**src/rtl/pipeline_hazard_ctrl.sv**
```systemverilog
// Hazard and sequencing controller for the 5-stage pipeline.
// Resolves load-use, EXE redirects and data-memory waits, and freezes the
// core when a memory access hangs for too long.
//
// Ports:
//   clk_i, rst_ni          core clock, async active-low reset
//   id_rs*_addr_i/used_i   source registers read by the ID instruction
//   exe_rd_addr_i/we_i     destination of the EXE instruction
//   exe_mem_re_i           EXE instruction is a load
//   exe_redirect_i         EXE resolved a taken branch/jump
//   mem_req_i/mem_ready_i  MEM stage access and its completion
//   pc_stall_o             hold the PC
//   *_mode_o               {stall, flush} per pipeline register
//   mem_timeout_o          sticky hung-memory flag
//
// Optional feature macro: HAZARD_PERF_CNT_EN adds three saturating
// performance counters (perf_stall_cnt_o, perf_flush_cnt_o,
// perf_luse_cnt_o), each CNT_W bits wide.

`ifndef GPR_ADDR_SPACE
`define GPR_ADDR_SPACE 4:0
`endif

module pipeline_hazard_ctrl #(
   parameter int MEM_TIMEOUT = 64,
   parameter int CNT_W       = 32
) (
   input  logic                   clk_i,
   input  logic                   rst_ni,
   input  logic [`GPR_ADDR_SPACE] id_rs1_addr_i,
   input  logic                   id_rs1_used_i,
   input  logic [`GPR_ADDR_SPACE] id_rs2_addr_i,
   input  logic                   id_rs2_used_i,
   input  logic [`GPR_ADDR_SPACE] exe_rd_addr_i,
   input  logic                   exe_rd_we_i,
   input  logic                   exe_mem_re_i,
   input  logic                   exe_redirect_i,
   input  logic                   mem_req_i,
   input  logic                   mem_ready_i,
   output logic                   pc_stall_o,
   output logic [1:0]             if_id_mode_o,
   output logic [1:0]             id_exe_mode_o,
   output logic [1:0]             exe_mem_mode_o,
   output logic [1:0]             mem_wb_mode_o,
   output logic                   mem_timeout_o
`ifdef HAZARD_PERF_CNT_EN
   ,
   output logic [CNT_W-1:0]       perf_stall_cnt_o,
   output logic [CNT_W-1:0]       perf_flush_cnt_o,
   output logic [CNT_W-1:0]       perf_luse_cnt_o
`endif
);

   localparam int WCW = 10;

   localparam logic [1:0] M_RUN   = 2'b00;
   localparam logic [1:0] M_FLUSH = 2'b01;
   localparam logic [1:0] M_STALL = 2'b10;

   typedef enum logic [1:0] {
      S_RUN,
      S_MEM_WAIT,
      S_FROZEN
   } state_t;

   state_t           r_state;
   logic [WCW-1:0]   r_wait_cnt;
   logic             r_timeout;

   logic w_mem_wait;
   logic w_rs1_hit;
   logic w_rs2_hit;
   logic w_load_use;
   logic w_active;
   logic w_redir_act;
   logic w_luse_act;

   assign w_mem_wait = mem_req_i & ~mem_ready_i;

   assign w_rs1_hit = id_rs1_used_i & (id_rs1_addr_i == exe_rd_addr_i);
   assign w_rs2_hit = id_rs2_used_i & (id_rs2_addr_i == exe_rd_addr_i);

   assign w_load_use = exe_mem_re_i & exe_rd_we_i
                     & (exe_rd_addr_i != '0)
                     & (w_rs1_hit | w_rs2_hit);

   // A redirect seen during a wait stays in the stalled EXE stage, so it
   // is only acted on once the wait has cleared.
   assign w_active    = (r_state != S_FROZEN);
   assign w_redir_act = w_active & ~w_mem_wait & exe_redirect_i;
   assign w_luse_act  = w_active & ~w_mem_wait & ~exe_redirect_i
                      & w_load_use;

   always_comb begin
      pc_stall_o     = 1'b0;
      if_id_mode_o   = M_RUN;
      id_exe_mode_o  = M_RUN;
      exe_mem_mode_o = M_RUN;
      mem_wb_mode_o  = M_RUN;
      if (!rst_ni) begin
         if_id_mode_o   = M_FLUSH;
         id_exe_mode_o  = M_FLUSH;
         exe_mem_mode_o = M_FLUSH;
         mem_wb_mode_o  = M_FLUSH;
      end else if (!w_active) begin
         pc_stall_o     = 1'b1;
         if_id_mode_o   = M_STALL;
         id_exe_mode_o  = M_STALL;
         exe_mem_mode_o = M_STALL;
         mem_wb_mode_o  = M_STALL;
      end else if (w_mem_wait) begin
         // Upstream holds, WB receives a bubble.
         pc_stall_o     = 1'b1;
         if_id_mode_o   = M_STALL;
         id_exe_mode_o  = M_STALL;
         exe_mem_mode_o = M_STALL;
         mem_wb_mode_o  = M_FLUSH;
      end else if (w_redir_act) begin
         if_id_mode_o   = M_FLUSH;
         id_exe_mode_o  = M_FLUSH;
      end else if (w_luse_act) begin
         pc_stall_o     = 1'b1;
         if_id_mode_o   = M_STALL;
         id_exe_mode_o  = M_FLUSH;
      end
   end

   always_ff @(posedge clk_i or negedge rst_ni) begin
      if (!rst_ni) begin
         r_state    <= S_RUN;
         r_wait_cnt <= '0;
         r_timeout  <= 1'b0;
      end else begin
         unique case (r_state)
            S_RUN: begin
               if (w_mem_wait) begin
                  r_state    <= S_MEM_WAIT;
                  r_wait_cnt <= WCW'(1);
               end
            end
            S_MEM_WAIT: begin
               if (!w_mem_wait) begin
                  r_state    <= S_RUN;
                  r_wait_cnt <= '0;
               end else if (r_wait_cnt == WCW'(MEM_TIMEOUT)) begin
                  r_state   <= S_FROZEN;
                  r_timeout <= 1'b1;
               end else if (r_wait_cnt != '1) begin
                  r_wait_cnt <= r_wait_cnt + WCW'(1);
               end
            end
            S_FROZEN: begin
               r_state <= S_FROZEN;
            end
            default: begin
               r_state    <= S_RUN;
               r_wait_cnt <= '0;
            end
         endcase
      end
   end

   assign mem_timeout_o = r_timeout;

`ifdef HAZARD_PERF_CNT_EN
   logic [CNT_W-1:0] r_stall_cnt;
   logic [CNT_W-1:0] r_flush_cnt;
   logic [CNT_W-1:0] r_luse_cnt;

   always_ff @(posedge clk_i or negedge rst_ni) begin
      if (!rst_ni) begin
         r_stall_cnt <= '0;
         r_flush_cnt <= '0;
         r_luse_cnt  <= '0;
      end else if (w_active) begin
         if (pc_stall_o && (r_stall_cnt != '1))
            r_stall_cnt <= r_stall_cnt + CNT_W'(1);
         if (w_redir_act && (r_flush_cnt != '1))
            r_flush_cnt <= r_flush_cnt + CNT_W'(1);
         if (w_luse_act && (r_luse_cnt != '1))
            r_luse_cnt <= r_luse_cnt + CNT_W'(1);
      end
   end

   assign perf_stall_cnt_o = r_stall_cnt;
   assign perf_flush_cnt_o = r_flush_cnt;
   assign perf_luse_cnt_o  = r_luse_cnt;
`endif

endmodule

```
**config.mk**
```make
export PLATFORM = sky130hd
export DESIGN_NAME = pipeline_hazard_ctrl
export DESIGN_NICKNAME = d
export VERILOG_FILES = /design/src/rtl/pipeline_hazard_ctrl.sv
export SDC_FILE = /design/constraint.sdc
export NUM_CORES = 1
export LEC_CHECK = 0
export CORE_MARGIN = 3
export CORE_UTILIZATION = 49
export DETAILED_ROUTE_END_ITERATION = 8
export MAX_ROUTING_LAYER = met4
export PLACE_DENSITY = 0.85
export SETUP_SLACK_MARGIN = 0.15
export SLEW_MARGIN = 40
export SYNTH_ARGS = -nofsm -noshare
export SYNTH_HDL_FRONTEND = slang
export SYNTH_SLANG_ARGS = --single-unit
export TNS_END_PERCENT = 30
```
**constraint.sdc**
```tcl
create_clock -name clk_i -period 3.4 [get_ports clk_i]
set_input_delay 0.68 -clock clk_i [delete_from_list [all_inputs] [get_ports clk_i]]
set_output_delay 0.68 -clock clk_i [all_outputs]
set_load 0.05 [all_outputs]
```
==> summary.txt, run 1 <==
Timing
  – Crit share post-route: roughly nine tenths
  – Slew HR: 66.9%
  – Hold Vio Cnt, Final: 0
  – RSZ-0062 raised after global routing: no
  – Clock skew: between 0.008 and 0.009 ns
  – TNS Setup: 0 ns
  – Fmax: 321 MHz
  – Final setup violation count: 0
  – Final Max Tran Viols: 0
  – Period minus WS final: approximately 3.1 ns
  – Worst-Margin Slew: between 0.4 and 0.5 ns

Global route
  – Vias in the first global route: 992
  – Total track usage: 25.7%
  – Largest net degree at the start of global routing: 18
  – Initial antenna violation count: 0
  – First-pass GRT wire length: 5000 um
  – Overflow after GRT: 0

Power and ir drop
  – Maximum VDD drop: 0.278 mV
  – Pwr/cell area: 259 nW/um^2
  – Total power: 375 uW
  – Sw Share: 30.0%
  – Comb pwr share: 30.3%
  – Pleak: 0.628 nW
  – Clock power share: 25.6%
  – Sw Pwr: 113 uW
  – Register share of total power: 44.1%
  – Int Pwr: roughly 260 uW

Synthesis
  – Yosys warns: 0
  – #FFs+latches synth: 13
  – Dominant register cell in the synthesized netlist: dfrtp_1
  – Async SR Flop Fraction: 100%
  – XOR/XNOR Fraction of Synth Area: 8.52%
  – Post-synthesis sequential area ratio: 31.6%
  – Complex-gate fraction of the synthesized area: 20.3%
  – Largest family of logic cells by synthesized area: simple AND/OR/NAND/NOR gates
  – Average size of a mapped cell: 8.72 um^2
  – Netlist cell types: 44
  – EDFF count, synth: 0
  – Post-synthesis mux area share: 2.07%
  – Syn Nets: 144
  – Synthesized-area fraction occupied by and/or/nand/nor cells: 28.6%
  – Synth Area in Adders: between 2 and 2.5%
  – Synth Instances: 118
  – Synthesized area: slightly above 1000 um^2

Clocking
  – Reg clk slew, reported paths: 0.07 ns
  – Worst-Skew Late Latency: 0.28 ns
  – Resized cells post-CTS: 0
  – Clk root buf: clkbuf_4
  – CTS sink cnt: 13
  – CTS Buffer Depth: 2
  – Cts bufs inserted: 3
  – Post CTS Setup Buffer Count: 0
  – H-Tree Depth: 1
  – Post-CTS Hold Buffers: 0
  – CTS tree: yes

Cells and area
  – Area Growth Syn to Fin: 40.8%
  – # diodes: 0
  – FILL cells: 125
  – Final #Nets: around 180
  – Design Area, Final: 1450 um^2
  – Share of cells above drive strength 1: 13.9%
  – Most common cell after layout, fill and taps aside: clkdlybuf4s50_1
  – Most frequent cells in the layout: clkdlybuf4s50_1 (24), dfrtp_1 (13), xor2_1 (8), nor2_1 (8), o21ai_0 (7)

Floorplan
  – Initial cell density of the core: 55.4%
  – Core area: about 1900 um^2
  – IO Pins: 34
  – DIE AREA: 2680 um^2
  – Chip height: 51.8 um
  – Die Wd: 51.8 um
  – Row count: 15

Route
  – WL final: 2980 um
  – Antenna Nets Post-Route: 0
  – DR pass1 iterations: 4
  – Vias: 1083
  – Vias/cell: 6.15
  – DRC Markers: 0
  – Starting DRT DRC Count: 90
  – DR WL/cell: approximately 17 um

Hold path
  – Worst hold start: mem_timeout_o
  – Hold path endpoint: mem_timeout_o
  – Worst Hold Path Cells: 1
  – Min-Delay Path Class: flip-flop to flip-flop

Place
  – Dpl cell area: between 1000 and 1500 um^2
  – PortBufs: 33
  – Post-DP HPWL: ~2400 um
  – Gpl congestion: ~0.94

Critical path
  – R2R Path Start: r_wait_cnt[0]
  – R2R Path End: r_wait_cnt[8]
  – Crit-path cells: clkdlybuf4s50_1 > xor2_1 > nor4_1 > a32oi_1 > o21ai_1 > buf_12
  – Register-to-Register Path Depth: 6
  – CP max-delay cell: clkdlybuf4s50_1
  – Register-to-register setup slack: around 1.4 ns
  – CP endpoint kind: output pin
  – Setup CP Type: input pin to output pin
  – Largest stage delay, worst path: 0.47 ns
  – CP arrival: 2.43 ns
  – Critical Path Fanout Max: 3
  – Critical Path Start Type: input pin
  – Worst path required time: around 2.7 ns

Flow run
  – Max Cap Viol: 0

Outcome
  – Outcome: finished clean
==> Yosys cell counts (2+ instances only) <==
| cell | number | share of area, % |
|---|---|---|
| dfrtp_1 | 13 | 32 |
| buf_4 | 2 | 1.5 |
| nor2_1 | 8 | 2.9 |
| nor4_1 | 2 | 1.2 |
| and2_1 | 2 | 1.2 |
| and4_1 | 3 | 2.6 |
| nand2_1 | 6 | 2.2 |
| a31oi_1 | 4 | 2.4 |
| or2_2 | 2 | 1.2 |
| xor2_1 | 8 | 6.8 |
| o21ai_0 | 8 | 3.9 |
| and3_1 | 3 | 1.8 |
| and4b_1 | 2 | 1.9 |
| clkbuf_1 | 2 | 0.73 |
| a21oi_1 | 6 | 2.9 |
| nand4_1 | 6 | 3.7 |
| nor3b_1 | 2 | 1.5 |
| nand2b_1 | 2 | 1.2 |
| inv_1 | 6 | 2.2 |
| xnor2_1 | 2 | 1.7 |
| nand3_1 | 2 | 0.97 |
| a41oi_1 | 3 | 2.6 |
| ha_1 | 2 | 2.4 |
| buf_2 | 2 | 0.97 |
==> power by group through the flow <==
stage          clock, mW  combinational, mW  sequential, mW
2_1_floorplan          0             0.0521           0.166
3_3_place_gp           0              0.111           0.168
3_5_place_dp           0              0.113           0.168
4_1_cts           0.0981              0.114           0.165
5_1_grt            0.107              0.122           0.166
6_report          0.0961              0.113           0.165
==> cell families after synthesis <==
logic type | count (synthesis)
xor gates and xnor gates | 10
AOI/OAI and AO/OA | 31
adders and majority gates | 2
and+or+nand+nor | 47
muxes | 2
DFF | 13
buffers and inverters | 13
==> worst max-delay path, delay by kind of cell <==
kind / cells / cell delay [ns]
buffers and inverters: 2 / 0.67
AO/OA/AOI/OAI: 2 / 0.58
AND/OR/NAND/NOR: 1 / 0.30
XOR/XNOR: 1 / 0.19
==> area by class of cell <==
cell class / instances / area (um^2) / area share [%]
inverters: 6 / 22.5 / 1.56
multi-input cells: 92 / 637 / 44.0
clock buffers: 4 / 26.3 / 1.82
repair buffers: 36 / 405 / 28.0
well taps: 25 / 31.3 / 2.16
flip-flops and latches: 13 / 325 / 22.5
==> stage by stage <==
step / cells / hold slack [ns] / setup WS, ns / util [%]
after floorplan: 118 / 0.384 / 0.107 / -
after global placement: 172 / 0.454 / 0.329 / 76.5
after detailed placement: 172 / 0.463 / 0.325 / 76.5
after CTS: 176 / 0.483 / 0.314 / 77.9
after global routing: 176 / 0.513 / 0.175 / 77.9
final: 176 / 0.480 / 0.287 / 77.9
==> metal layers <==
metal / up-vias / global-route usage [%] / wire [um]
li1: 509 / - / -
met2: 74 / 38.1 / 1310
met5: - / - / 0
met1: 498 / 37.4 / 1380
met4: 0 / 3.06 / 6
met3: 2 / 5.44 / 279
==> sequential cells by signal (all words and copies together) (netlist names) <==
signal / cells
mem_timeout_o: 1
r_state: 2
r_wait_cnt: 10
==> worst max path at each step <==
stage / from / end / slack (ns) / depth (start not counted)
global placement: exe_rd_addr_i[3] / pc_stall_o / 0.33 / 6
floorplan: mem_req_i / id_exe_mode_o[0] / 0.11 / 5
global route: mem_req_i / id_exe_mode_o[0] / 0.18 / 7
detailed placement: exe_rd_addr_i[1] / if_id_mode_o[1] / 0.33 / 6
finish: exe_rd_addr_i[1] / if_id_mode_o[1] / 0.29 / 6
CTS: exe_rd_addr_i[1] / if_id_mode_o[1] / 0.31 / 6
No activity file was read; power rests on OpenSTA's default activity.
==> run 2, diff against run 1 <==
--- a/config.mk
+++ b/config.mk
@@ -5,6 +5,7 @@
 export SDC_FILE = /design/constraint.sdc
 export NUM_CORES = 1
 export LEC_CHECK = 0
+export CAP_MARGIN = 25
 export CORE_MARGIN = 3
 export CORE_UTILIZATION = 49
 export DETAILED_ROUTE_END_ITERATION = 8
==> results of run 2 <==
Same layout as run 1: the final DEF is identical, and so are final timing and power.
